## src/rtl/jtag_tap_sampled.sv

```systemverilog
// JTAG TAP responder that oversamples the JTAG pins in the clk_i domain and runs
// the 16-state TAP FSM with IR, IDCODE, BYPASS and one USER data register.
module jtag_tap_sampled #(
  parameter int unsigned          IR_W         = 5,
  parameter int unsigned          DR_W         = 32,
  parameter logic [31:0]          IDCODE_VAL   = 32'h249511C3,
  parameter logic [IR_W-1:0]      IDCODE_INSTR = 5'b00001,
  parameter logic [IR_W-1:0]      USER_INSTR   = 5'b00010
) (
  input  logic            clk_i,
  input  logic            rst_i,
  input  logic            tck_i,
  input  logic            tms_i,
  input  logic            trstn_i,
  input  logic            tdi_i,
  output logic            tdo_o,
  output logic            tdo_oe_o,
  output logic [3:0]      tap_state_o,
  output logic [IR_W-1:0] ir_o,
  input  logic [DR_W-1:0] user_capture_i,
  output logic [DR_W-1:0] user_data_o,
  output logic            user_update_o
);

  typedef enum logic [3:0] {
    TLR    = 4'hF, RTI    = 4'hC,
    SEL_DR = 4'h7, CAP_DR = 4'h6, SH_DR = 4'h2, EX1_DR = 4'h1,
    PAU_DR = 4'h3, EX2_DR = 4'h0, UPD_DR = 4'h5,
    SEL_IR = 4'h4, CAP_IR = 4'hE, SH_IR = 4'hA, EX1_IR = 4'h9,
    PAU_IR = 4'hB, EX2_IR = 4'h8, UPD_IR = 4'hD
  } tap_state_e;

  logic [1:0] tck_q, tms_q, tdi_q, trstn_q;
  logic       tck_hist_q;
  logic       tck_rise, tck_fall, tms_s, tdi_s, trstn_s;

  tap_state_e state_q, state_d;

  logic [IR_W-1:0] ir_q, ir_sr_q;
  logic [31:0]     idcode_sr_q;
  logic [DR_W-1:0] user_sr_q, user_data_q;
  logic            bypass_q, tdo_q, tdo_oe_q, user_update_q;

  logic sel_idcode, sel_user, shift_ir, shift_dr, shifting, tdo_bit;

  // Two-flop synchronisers; tck gets an extra history flop for edge detection.
  always_ff @(posedge clk_i) begin
    if (rst_i) begin
      tck_q      <= '0;
      tms_q      <= '0;
      tdi_q      <= '0;
      trstn_q    <= '0;
      tck_hist_q <= 1'b0;
    end else begin
      tck_q      <= {tck_q[0], tck_i};
      tms_q      <= {tms_q[0], tms_i};
      tdi_q      <= {tdi_q[0], tdi_i};
      trstn_q    <= {trstn_q[0], trstn_i};
      tck_hist_q <= tck_q[1];
    end
  end

  assign tck_rise = tck_q[1] & ~tck_hist_q;
  assign tck_fall = ~tck_q[1] & tck_hist_q;
  assign tms_s    = tms_q[1];
  assign tdi_s    = tdi_q[1];
  assign trstn_s  = trstn_q[1];

  always_ff @(posedge clk_i) begin
    if (rst_i || !trstn_s) begin
      state_q <= TLR;
    end else if (tck_rise) begin
      state_q <= state_d;
    end
  end

  always_comb begin
    state_d = state_q;
    unique case (state_q)
      TLR:    state_d = tms_s ? TLR    : RTI;
      RTI:    state_d = tms_s ? SEL_DR : RTI;
      SEL_DR: state_d = tms_s ? SEL_IR : CAP_DR;
      CAP_DR: state_d = tms_s ? EX1_DR : SH_DR;
      SH_DR:  state_d = tms_s ? EX1_DR : SH_DR;
      EX1_DR: state_d = tms_s ? UPD_DR : PAU_DR;
      PAU_DR: state_d = tms_s ? EX2_DR : PAU_DR;
      EX2_DR: state_d = tms_s ? UPD_DR : SH_DR;
      UPD_DR: state_d = tms_s ? SEL_DR : RTI;
      SEL_IR: state_d = tms_s ? TLR    : CAP_IR;
      CAP_IR: state_d = tms_s ? EX1_IR : SH_IR;
      SH_IR:  state_d = tms_s ? EX1_IR : SH_IR;
      EX1_IR: state_d = tms_s ? UPD_IR : PAU_IR;
      PAU_IR: state_d = tms_s ? EX2_IR : PAU_IR;
      EX2_IR: state_d = tms_s ? UPD_IR : SH_IR;
      UPD_IR: state_d = tms_s ? SEL_DR : RTI;
      default: state_d = TLR;
    endcase
  end

  // Decode of the current state and instruction; BYPASS is whatever is left.
  always_comb begin
    shift_ir   = (state_q == SH_IR);
    shift_dr   = (state_q == SH_DR);
    shifting   = shift_ir | shift_dr;
    sel_idcode = (ir_q == IDCODE_INSTR);
    sel_user   = (ir_q == USER_INSTR) && !sel_idcode;
    if (shift_ir)        tdo_bit = ir_sr_q[0];
    else if (sel_idcode) tdo_bit = idcode_sr_q[0];
    else if (sel_user)   tdo_bit = user_sr_q[0];
    else                 tdo_bit = bypass_q;
  end

  always_ff @(posedge clk_i) begin
    if (rst_i) begin
      ir_q          <= IDCODE_INSTR;
      ir_sr_q       <= '0;
      idcode_sr_q   <= '0;
      user_sr_q     <= '0;
      bypass_q      <= 1'b0;
      tdo_q         <= 1'b0;
      tdo_oe_q      <= 1'b0;
      user_data_q   <= '0;
      user_update_q <= 1'b0;
    end else begin
      user_update_q <= 1'b0;
      if (!trstn_s) begin
        ir_q     <= IDCODE_INSTR;
        tdo_oe_q <= 1'b0;
      end else begin
        // Sitting in Test-Logic-Reset keeps IDCODE selected, however TLR was reached.
        if (state_q == TLR) ir_q <= IDCODE_INSTR;
        if (tck_rise) begin
          unique case (state_q)
            CAP_IR: ir_sr_q <= IR_W'(1);
            SH_IR:  ir_sr_q <= {tdi_s, ir_sr_q[IR_W-1:1]};
            UPD_IR: ir_q    <= ir_sr_q;
            CAP_DR: begin
              if (sel_idcode)    idcode_sr_q <= IDCODE_VAL;
              else if (sel_user) user_sr_q   <= user_capture_i;
              else               bypass_q    <= 1'b0;
            end
            SH_DR: begin
              if (sel_idcode)    idcode_sr_q <= {tdi_s, idcode_sr_q[31:1]};
              else if (sel_user) user_sr_q   <= {tdi_s, user_sr_q[DR_W-1:1]};
              else               bypass_q    <= tdi_s;
            end
            UPD_DR: begin
              if (sel_user) begin
                user_data_q   <= user_sr_q;
                user_update_q <= 1'b1;
              end
            end
            default: ;
          endcase
        end else if (tck_fall) begin
          if (shifting) begin
            tdo_q    <= tdo_bit;
            tdo_oe_q <= 1'b1;
          end else begin
            tdo_oe_q <= 1'b0;
          end
        end
      end
    end
  end

  assign tdo_o         = tdo_q;
  assign tdo_oe_o      = tdo_oe_q;
  assign tap_state_o   = state_q;
  assign ir_o          = ir_q;
  assign user_data_o   = user_data_q;
  assign user_update_o = user_update_q;

endmodule
```

## config.mk

```make
export PLATFORM = sky130hd
export DESIGN_NAME = jtag_tap_sampled
export DESIGN_NICKNAME = d
export VERILOG_FILES = /design/src/rtl/jtag_tap_sampled.sv
export SDC_FILE = /design/constraint.sdc
export NUM_CORES = 1
export LEC_CHECK = 0
export ABC_CLOCK_PERIOD_IN_PS = 4250
export BUFFER_PORTS_ARGS = -buffer_cell sky130_fd_sc_hd__buf_2
export CAP_MARGIN = 20
export CORE_MARGIN = 2
export CORE_UTILIZATION = 40
export DETAILED_ROUTE_END_ITERATION = 6
export PLACE_DENSITY = 0.7
export SYNTH_ARGS = -nofsm -noshare
export SYNTH_HDL_FRONTEND = slang
export SYNTH_SLANG_ARGS = --single-unit
```

## constraint.sdc

```tcl
create_clock -name clk_i -period 4.25 [get_ports clk_i]
set_clock_uncertainty 0.05 [all_clocks]
set_input_delay 0.85 -clock clk_i [delete_from_list [all_inputs] [get_ports clk_i]]
set_output_delay 0.85 -clock clk_i [all_outputs]
set_load 0.02 [all_outputs]
```

# Yosys cells after proc, flatten, opt, wreduce, memory -nomap -nowiden
# Cells that the tools add are included.
[classes]
n_eq_ne = 25
mux = 35
bitwise = 8
n_reduce_logical = 19
[ops]
columns = ["cell", "n"]
rows = [
  ["$mux W32", 6],
  ["$pmux W32 S2", 2],
  ["$pmux W4 S12", 1],
  ["$eq A4 B4 Y1 const B", 8],
  ["$eq A4 B3 Y1 const B", 4],
  ["$ne A2 B2 Y1 const B", 8],
  ["$mux W5", 3],
  ["$reduce_and A7 Y1", 2],
  ["$mux W2", 6],
  ["$mux W3", 4],
  ["$mux W1", 10],
  ["$pmux W5 S2", 1],
  ["$eq A4 B2 Y1 const B", 2],
  ["$reduce_and A4 Y1", 2],
  ["$reduce_or A2 Y1", 3],
  ["$eq A5 B1 Y1 const B", 1],
  ["$eq A5 B2 Y1 const B", 1],
  ["$not A1 Y1", 5],
  ["$reduce_and A5 Y1", 1],
  ["$eq A4 B1 Y1 const B", 1],
  ["$logic_not A4 Y1", 1],
  ["$mux W4", 1],
  ["$reduce_bool A2 Y1", 2],
  ["$reduce_or A4 Y1", 1],
  ["other kinds (9)", 11],
]
[totals]
regBits = 123
wordCells = 102

# Longest topological paths before layout
# Gate-level depths: netlist (run 1).
[logic_depth]
ltp_word = 6
depth_mapped = 7
mapped_depth_nobuf = 4

# Least setup slack after synthesis (run 1)
# Ideal clock, no wire load.
[synth_path]
path_kind = "flip-flop to flip-flop"
start = "register ir_q[3] (netlist: ir_o[3])"
end = "register user_data_q[26] (netlist: user_data_o[26])"
setup_time_ns = 0.128
t_arrival_ns = 1.912
required_time_ns = 4.072
path_slack_ns = 2.160
path_stages_with_launch = 8
n_path_buf = 3
synth_period_minus_slack_ns = 2.090
path_cell_list = "dfxtp_1 or3_1 buf_2 or4_1 buf_2 buf_6 mux2i_1 nor2_1"
[synth_between]
elab_chain_len = 4
elab_cells_between_ends = 5
cone_classes = "eq/ne: 2; reduce/logical: 3"
[synth_rtl]
columns = ["item", "line_no", "source"]
rows = [
  ["start: declaration", "39", "logic [IR_W-1:0] ir_q, ir_sr_q;"],
  ["start signal: assignment", "136", "UPD_IR: ir_q <= ir_sr_q;"],
  ["$eq A5 B1 Y1", "105", "sel_idcode = (ir_q == IDCODE_INSTR);"],
  ["$logic_not A1 Y1", "106", "sel_user = (ir_q == USER_INSTR) && !sel_idcode;"],
  ["$logic_and A1 B1 Y1 (*)", "106", ""],
  ["$reduce_and A4 Y1 (no source line) (*)", "n/a", ""],
  ["end signal: assignment", "149", "user_data_q <= user_sr_q;"],
  ["end: declaration", "41", "logic [DR_W-1:0] user_sr_q, user_data_q;"],
]
# Mark *: on every way between the ends. The rest lies on a longest branch, timed or not.
# A chain may end at the register's enable or synchronous reset.

# Worst setup path after layout (run 1)
[layout_path]
start = "register ir_q[3] (netlist: ir_o[3])"
end = "register user_data_q[29] (netlist: user_data_o[29])"
# Same word-level chain as after synthesis.

==> results of run 1 <==
metrics by stage:
step                      std cells  setup slack (ps)  utilization, %  hold WS, ps  instance area (sq um)
after floorplan                 564              2160               -          364                   4880
after global placement          751              1610            44.6          376                   5330
after detailed placement        751              1560            44.6          380                   5330
after CTS                       783              1550            49.8          386                   5950
after global routing            784              1470            50.0          411                   5980
final                           784              1590            50.0          384                   5980
kinds of logic (layout without fill, tap and decap cells):
group / Yosys count / in the layout / share of synthesized area (%)
multiplexers: 37 / 37 / 7.61
AO/OA/AOI/OAI: 79 / 79 / 11.2
buffers and inverters: 48 / 121 / 4.33
AND/OR/NAND/NOR: 277 / 277 / 26.4
flip-flops: 123 / 123 / 50.4
worst reg2reg max path, delay by kind of cell, from the launching register on:
family	cells	cell delay, ps
and+or+nand+nor	3	1810
DFF	1	330
muxes	1	340
metal layers:
metal | up-vias | track usage (%) | routed length, um
met1 | 1917 | 21.2 | 5060
met4 | 0 | 6.59 | 103
met3 | 9 | 6.78 | 646
met5 | - | 0 | 0
met2 | 95 | 26.9 | 5150
li1 | 2068 | - | -
power by group through the flow:
stage	sequential [mW]	clock, mW	combinational, mW
2_1_floorplan	1.18	0	0.0282
6_report	1.16	1.49	0.0521
5_1_grt	1.16	1.57	0.0582
4_1_cts	1.16	1.51	0.0489
3_3_place_gp	1.19	0	0.0478
3_5_place_dp	1.19	0	0.0488
how the worst max path moves through the flow:
stage | startpoint | slack (ps) | endpoint
6_report | ir_o[3] | 1590 | user_data_o[29]
5_1_grt | ir_o[3] | 1470 | user_data_o[29]
4_1_cts | ir_o[3] | 1550 | user_data_o[28]
3_5_place_dp | ir_o[3] | 1560 | user_data_o[15]
3_3_place_gp | ir_o[3] | 1610 | user_data_o[30]
2_1_floorplan | ir_o[3] | 2160 | user_data_o[26]
area by class of cell:
type / instances / area share [%]
clock buffers: 22 / 8.10
clock inverters: 10 / 2.32
inverters: 2 / 0.126
multi-input cells: 393 / 37.3
flip-flops and latches: 123 / 41.2
well taps: 147 / 3.08
repair buffers: 87 / 7.91
sequential cells by signal, indices dropped and copies added (netlist names), 2 cells and up:
signal and cells:
user_data_o 32, user_sr_q 32, tdi_q 2, ir_o 5, tck_q 2, tap_state_o 4, trstn_q 2, tms_q 2
ir_sr_q 5, idcode_sr_q 32
synth_stat cells (7+ instances only):
library cell / n / area, sq um
nand2_1: 90 / 338
o21ai_0: 9 / 45.0
nor3_1: 26 / 130
mux2i_1: 36 / 360
buf_2: 7 / 35.0
a311oi_1: 33 / 289
clkbuf_1: 35 / 131
a21oi_1: 26 / 130
dfxtp_1: 123 / 2460
nand3_1: 24 / 120
nor2_1: 90 / 338
nor2b_1: 15 / 93.8
==> metrics.md, run 1 <==
| Metric | Value |
|---|---|
| Status | `complete, no violations` |
| Setup CP Type | `register to register` |
| Final setup viols | `0` |
| Final Power | `2.70 mW` |
| Chip width | `115 um` |
| Clock Power Share | `55.1%` |
| Number of max-cap violations | `0` |
| Global-route wire length before repair | `18200 um` |
| Register area | `2460 sq um` |
| Sw Ratio | `20.0%` |
| Synth Register Bits | `123` |
| Hold buffer count at cts | `0` |
| Setup_tns | `0 ps` |
| Final worst path period need | `2660 ps` |
| FP Rows | `40` |
| Via count | `4089` |
| Area of the mapped netlist | `4880 sq um` |
| HP Start | `tms_q[0]` |
| Power density cells | `452 nW/um^2` |
| Cells after Synth | `564` |
| Fin. max-slew vios | `0` |
| Fill count | `1074` |
| Wire per inst | `14.0 um` |
| Clock Tree Root | `clkbuf_16` |
| Most common cell after layout, fill and taps aside | `dfxtp_1` |
| Tot GR Track Use | `17.1%` |
| Worst skew pair latency | `410 ps` |
| Reg2reg setup slack | `1590 ps` |
| Slowest stage delay, CP | `1220 ps` |
| Worst-Margin Slew | `1030 ps` |
| Die area | `13100 sq um` |
| DIE HEIGHT | `115 um` |
| # resized after CTS | `0` |
| Number of global-route vias before repair | `3836` |
| Final nets | `662` |
| Post-route ant nets | `0` |
| Critical Path RT | `4480 ps` |
| LEAKAGE | `2.49 nW` |
| Inserted Clock Buffers | `17` |
| Final period util | `62.5%` |
| Internal power | `2.16 mW` |
| Crit start category | `register` |
| Slowest-stage cell, CP | `or4_2` |
| CORE AREA | `12000 sq um` |
| Hold Crit Depth | `1` |
| Routed WL | `11000 um` |
| Initial Util | `40.8%` |
| PortBufs | `81` |
| R2R cell count | `4` |
| Grt ovf | `0` |
| Mapped Nets | `602` |
| Initial antenna violation count | `0` |
| Comb pwr share | `1.9%` |
| Sequential share of the synthesized area | `50.4%` |
| Slew margin rel. | `31.0%` |
| Hold Path End | `tms_q[1]` |
| 1st-pass router iterations | `4` |
| CP Capture Type | `register` |
| Largest net degree at the start of global routing | `115` |
| Critical Path Stages | `4` |
| GP Congestion | `0.831` |
| Worst path bufs/invs | `0` |
| CTS tree | `built` |
| Most frequent cells in the layout | `dfxtp_1 (123), nor2_1 (90), nand2_1 (90)` |
| # Post-CTS Setup Buffers | `0` |
| CP delay by family, top | `simple AND/OR/NAND/NOR gates` |
| Clock tree sinks | `123` |
| R2R Path End | `user_data_o[29]` |
| Netlist cell types | `39` |
| Post-synthesis async set-or-reset flop share | `0%` |
| RR Startpoint | `ir_o[3]` |
| Footprint of the multi-input gates | `2230 sq um` |
| Area grow syn2layout | `22.4%` |
| Worst-case clock buffer depth | `2` |
| Synth Flop Type | `dfxtp_1` |
| Share of layout cells above drive strength 1 | `19.8%` |
| RSZ-0062 raised after global routing | `false` |
| Antenna Cells | `0` |
| Post-synth EDFFs | `0` |
| DR vias/cell | `5.22` |
| # IOs | `82` |
| Switch Pwr | `0.540 mW` |
| Iter 0 DRT Violations | `257` |
| Power share of the sequential group | `43.0%` |
| Critical Path AT | `2890 ps` |
| Max IR drop VDD | `0.219 mV` |
| Fmax | `376 MHz` |
| Worst-path clk slew | `60 ps` |
| Worst-path fanout max | `33` |
| Syn. warnings | `0` |
| Hpwl dp | `6670 um` |
| Cell Chain, Critical Path | `or3_1 > or4_2 > mux2i_1 > nor2_1` |
| DRC viols | `0` |
| H-tree depth | `4` |
| Hold Fails Final Rpt | `0` |
| Syn Area/Cell | `8.66 sq um` |
| Worst hold path class | `register to register` |
(Power assumes the default switching activity.)
==> run 2: changes to the inputs <==
--- a/config.mk
+++ b/config.mk
@@ -5,7 +5,7 @@
 export SDC_FILE = /design/constraint.sdc
 export NUM_CORES = 1
 export LEC_CHECK = 0
-export ABC_CLOCK_PERIOD_IN_PS = 4250
+export ABC_CLOCK_PERIOD_IN_PS = 2700
 export BUFFER_PORTS_ARGS = -buffer_cell sky130_fd_sc_hd__buf_2
 export CAP_MARGIN = 20
 export CORE_MARGIN = 2
==> constraint.sdc (replaced) <==
create_clock -name clk_i -period 2.7 [get_ports clk_i]
set_clock_uncertainty 0.05 [all_clocks]
set_input_delay 0.54 -clock clk_i [delete_from_list [all_inputs] [get_ports clk_i]]
set_output_delay 0.54 -clock clk_i [all_outputs]
set_load 0.02 [all_outputs]
==> metrics.md, run 2 (synthesis gave the netlist of run 1 again) <==
| Metric | Value |
|---|---|
| Status | `complete, no violations` |
| Most common cell after layout, fill and taps aside | `dfxtp_1` |
| Hold Crit Depth | `2` |
| 1st-pass router iterations | `4` |
| HP Start | `tck_i` |
| Wire per inst | `13.8 um` |
| Area grow syn2layout | `22.8%` |
| Crit start category | `register` |
| CTS tree | `built` |
| Number of max-cap violations | `0` |
| # IOs | `82` |
| Max IR drop VDD | `0.465 mV` |
| Global Route met2 Usage | `26.1%` |
| Power density cells | `688 nW/um^2` |
| Top Usage Layer GRT | `met2` |
| Slowest stage delay, CP | `740 ps` |
| Fmax | `419 MHz` |
| Final setup viols | `0` |
| Antenna Cells | `0` |
| Initial Util | `40.8%` |
| DR vias/cell | `5.24` |
| Chip width | `115 um` |
| Global-route wire length before repair | `17900 um` |
| Initial antenna violation count | `0` |
| Worst-case clock buffer depth | `2` |
| # resized after CTS | `0` |
| RSZ-0062 raised after global routing | `false` |
| Iter 0 DRT Violations | `205` |
| Worst-path clk slew | `50 ps` |
| Met3 usage | `6.03%` |
| Final nets | `669` |
| Most frequent cells in the layout | `dfxtp_1 (123), nor2_1 (90), nand2_1 (90)` |
| GP Congestion | `0.835` |
| Via count | `4145` |
| Worst-path fanout max | `25` |
| CP Capture Type | `register` |
| Largest net degree at the start of global routing | `65` |
| R2R cell count | `5` |
| Worst skew pair latency | `410 ps` |
| PortBufs | `81` |
| R2R Path End | `user_data_o[19]` |
| Number of global-route vias before repair | `3907` |
| FP Rows | `40` |
| Clock tree sinks | `123` |
| Final worst path period need | `2380 ps` |
| Routed WL | `10900 um` |
| Worst-Margin Slew | `717 ps` |
| DIE HEIGHT | `115 um` |
| Critical Path RT | `2920 ps` |
| CORE AREA | `12000 sq um` |
| Share of layout cells above drive strength 1 | `20.2%` |
| Grt ovf | `0` |
| Setup CP Type | `register to register` |
| Cell Chain, Critical Path | `or3_1 > or4_2 > buf_4 > mux2i_1 > nor2_1` |
| # Post-CTS Setup Buffers | `0` |
| Critical Path AT | `2600 ps` |
| Inserted Clock Buffers | `17` |
| Post-route ant nets | `0` |
| Setup_tns | `0 ps` |
| Hold Path End | `tck_q[0]` |
| Clock Tree Root | `clkbuf_16` |
| Reg2reg setup slack | `320 ps` |
| LEAKAGE | `2.52 nW` |
| Hold buffer count at cts | `0` |
| Hold Fails Final Rpt | `0` |
| Tot GR Track Use | `16.9%` |
| Worst hold path class | `input port to register` |
| DRC viols | `0` |
| Hpwl dp | `7080 um` |
| Layout Utilization | `50.1%` |
| Fin. max-slew vios | `0` |
| GR Util met1 | `22.0%` |
| Final period util | `88.3%` |
| Die area | `13100 sq um` |
| Slew margin rel. | `52.2%` |
| RR Startpoint | `ir_o[3]` |
| H-tree depth | `4` |
| Slowest-stage cell, CP | `or4_2` |
==> run 2: cell count changes in the layout (fill, tap and decap cells not counted), sizes merged <==
cell and change:
clkbuf +3, clkinvlp -3, bufinv -1, buf +7
clkinv +1
==> run 2: metrics by stage <==
step / cells / power, mW / hold WS (ps) / worst slack [ps] / area (sq um)
after floorplan: 564 / 1.91 / 364 / 610 / 4880
after global placement: 759 / 1.94 / 377 / 414 / 5410
after detailed placement: 759 / 1.95 / 376 / 341 / 5410
after CTS: 791 / 4.15 / 281 / 323 / 6000
after global routing: 791 / 4.25 / 299 / 244 / 6000
final: 791 / 4.13 / 293 / 316 / 6000
==> run 2: how the worst max path moves through the flow <==
stage	cells past startpoint	start	endpoint
after global routing	5	ir_o[3]	user_data_o[16]
final	5	ir_o[3]	user_data_o[19]
after global placement	5	ir_o[3]	user_data_o[30]
after detailed placement	5	ir_o[3]	user_data_o[22]
after floorplan	7	ir_o[3]	user_data_o[26]
after CTS	5	ir_o[3]	user_data_o[19]
==> run 2: metal layers <==
layer | vias up | routed length (um) | part of all wire [%]
met1 | 1954 | 5260 | 48
li1 | 2087 | - | -
met4 | 0 | 127 | 1.2
met2 | 89 | 4970 | 46
met5 | - | 0 | 0
met3 | 15 | 539 | 4.9
==> run 2: final cells by class <==
type | instances | area, sq um
Inverter | 2 | 7.51
Tap cell | 147 | 184
Timing Repair Buffer | 94 | 531
Multi-Input combinational cell | 393 | 2230
Clock inverter | 7 | 87.6
Clock buffer | 25 | 495
Sequential cell | 123 | 2460
Fill cell | 1081 | 5960
==> run 2: report_power, final <==
| part | internal, mW | leakage, nW | total, mW | switching (mW) |
|---|---|---|---|---|
| combinational | 0.0329 | 1.24 | 0.0806 | 0.0477 |
| sequential | 1.82 | 0.992 | 1.83 | 0.00535 |
| clock | 1.45 | 0.287 | 2.22 | 0.767 |
| total | 3.31 | 2.52 | 4.13 | 0.820 |
==> run 2: critical path, delay by kind of cell, from the launching register on <==
family                 cells  cell delay, ps
flip-flops                 1             330
buffers and inverters      1             290
multiplexers               1             210
AND/OR/NAND/NOR            3            1340
==> run 3: changes to the inputs <==
--- a/config.mk
+++ b/config.mk
@@ -5,7 +5,7 @@
 export SDC_FILE = /design/constraint.sdc
 export NUM_CORES = 1
 export LEC_CHECK = 0
-export ABC_CLOCK_PERIOD_IN_PS = 2700
+export ABC_CLOCK_PERIOD_IN_PS = 2600
 export BUFFER_PORTS_ARGS = -buffer_cell sky130_fd_sc_hd__buf_2
 export CAP_MARGIN = 20
 export CORE_MARGIN = 2
==> constraint.sdc (replaced) <==
create_clock -name clk_i -period 2.6 [get_ports clk_i]
set_clock_uncertainty 0.05 [all_clocks]
set_input_delay 0.52 -clock clk_i [delete_from_list [all_inputs] [get_ports clk_i]]
set_output_delay 0.52 -clock clk_i [all_outputs]
set_load 0.02 [all_outputs]
==> metrics.md, run 3 (synthesis gave the netlist of run 1 again) <==
| Metric | Value |
|---|---|
| Status | `complete, no violations` |
| Slowest stage delay, CP | `700 ps` |
| Grt ovf | `0` |
| Area grow syn2layout | `22.2%` |
| 1st-pass router iterations | `6` |
| Largest net degree at the start of global routing | `114` |
| Final Non-Filler Cells | `790` |
| Final period util | `84.4%` |
| Final setup viols | `0` |
| Final nets | `668` |
| Number of max-cap violations | `0` |
| Worst hold path class | `input port to register` |
| CORE AREA | `12000 sq um` |
| CP Capture Type | `register` |
| Die area | `13100 sq um` |
| Top Usage Layer GRT | `met2` |
| Power density cells | `707 nW/um^2` |
| DIE HEIGHT | `115 um` |
| Initial Util | `40.8%` |
| # Post-CTS Setup Buffers | `0` |
| Fin. max-slew vios | `0` |
| Post-route ant nets | `0` |
| RSZ-0062 raised after global routing | `false` |
| Clock Tree Root | `clkbuf_16` |
| Global Route met2 Usage | `26.8%` |
| Worst-Margin Slew | `701 ps` |
| Final worst path period need | `2190 ps` |
| Reg2reg setup slack | `410 ps` |
| Hold buffer count at cts | `0` |
| Share of layout cells above drive strength 1 | `19.9%` |
| Iter 0 DRT Violations | `222` |
| Final Instance Area | `5970 sq um` |
| Setup CP Type | `register to register` |
| Worst-case clock buffer depth | `2` |
| Setup_tns | `0 ps` |
| Routed WL | `11000 um` |
| R2R Path End | `user_data_o[9]` |
| Crit start category | `register` |
| DR vias/cell | `5.28` |
| Antenna Cells | `0` |
| Final Power | `4.22 mW` |
| RR Startpoint | `ir_o[3]` |
| # resized after CTS | `0` |
| Hold Path End | `tck_q[0]` |
| CTS tree | `built` |
| Max IR drop VDD | `0.399 mV` |
| PortBufs | `81` |
| Worst path bufs/invs | `1` |
| Critical Path AT | `2420 ps` |
| Most frequent cells in the layout | `dfxtp_1 (123), nor2_1 (90), nand2_1 (90)` |
| Initial antenna violation count | `0` |
| H-tree depth | `4` |
| Clock tree sinks | `123` |
| Hold Fails Final Rpt | `0` |
| Via count | `4173` |
| Wire per inst | `13.9 um` |
| HP Start | `tck_i` |
| GP Congestion | `0.784` |
| Placed Area | `5410 sq um` |
| Slew margin rel. | `53.2%` |
| Hpwl dp | `6940 um` |
| Hold Crit Depth | `2` |
| Cell Chain, Critical Path | `or3_1 > or4_2 > buf_4 > mux2i_1 > nor2_1` |
| Worst-path clk slew | `50 ps` |
| Chip width | `115 um` |
| Inserted Clock Buffers | `17` |
| LEAKAGE | `2.50 nW` |
| # IOs | `82` |
| CP delay by family, top | `simple AND/OR/NAND/NOR gates` |
| Met3 usage | `7.25%` |
| GR Util met1 | `22.5%` |
| Most common cell after layout, fill and taps aside | `dfxtp_1` |
| Tot GR Track Use | `17.7%` |
| Critical Path RT | `2830 ps` |
| Hold Slack | `277 ps` |
| Slowest-stage cell, CP | `or4_2` |
| Fmax | `456 MHz` |
| DRC viols | `0` |
| Fill count | `1102` |
| Placed cells | `758` |
| Global-route wire length before repair | `18800 um` |
| Number of global-route vias before repair | `4023` |
| Worst skew pair latency | `400 ps` |
| FP Rows | `40` |
| Worst-path fanout max | `25` |
| R2R cell count | `5` |
-- run 3: worst max-delay path by stage --
stage               slack (ps)         endpoint  cells past startpoint           start
floorplan                  510  user_data_o[26]                      7         ir_o[3]
finish                     410   user_data_o[9]                      5         ir_o[3]
detailed placement         430   user_data_o[9]                      5         ir_o[3]
global placement           470  user_data_o[22]                      5         ir_o[3]
global route               290  user_data_o[18]                      5  tap_state_o[2]
CTS                        390   user_data_o[9]                      5         ir_o[3]
-- run 3: cell type report --
| class | count | area (sq um) | area share (%) |
|---|---|---|---|
| Sequential cell | 123 | 2460 | 41.2 |
| Timing Repair Buffer | 93 | 523 | 8.76 |
| Clock buffer | 24 | 472 | 7.90 |
| Tap cell | 147 | 184 | 3.08 |
| Clock inverter | 8 | 92.6 | 1.55 |
| Inverter | 2 | 7.51 | 0.126 |
| Multi-Input combinational cell | 393 | 2230 | 37.3 |
-- run 3: report_power, final --
| part | total [mW] | leakage [nW] | internal [mW] | switching (mW) |
|---|---|---|---|---|
| clock network | 2.24 | 0.278 | 1.45 | 0.786 |
| logic | 0.0836 | 1.23 | 0.0353 | 0.0483 |
| registers | 1.90 | 0.992 | 1.89 | 0.00543 |
-- run 3: per-layer routing --
layer | part of all wire [%] | vias to the layer above
met2 | 45 | 100
met3 | 6.3 | 16
met4 | 1.9 | 0
met1 | 47 | 1967
li1 | - | 2090
met5 | 0 | -
-- run 3: through the flow --
| step | util (%) | setup WS, ps |
|---|---|---|
| floorplan | - | 510 |
| global placement | 45.2 | 469 |
| detailed placement | 45.2 | 430 |
| CTS | 49.9 | 394 |
| global route | 49.9 | 293 |
| finish | 49.9 | 405 |
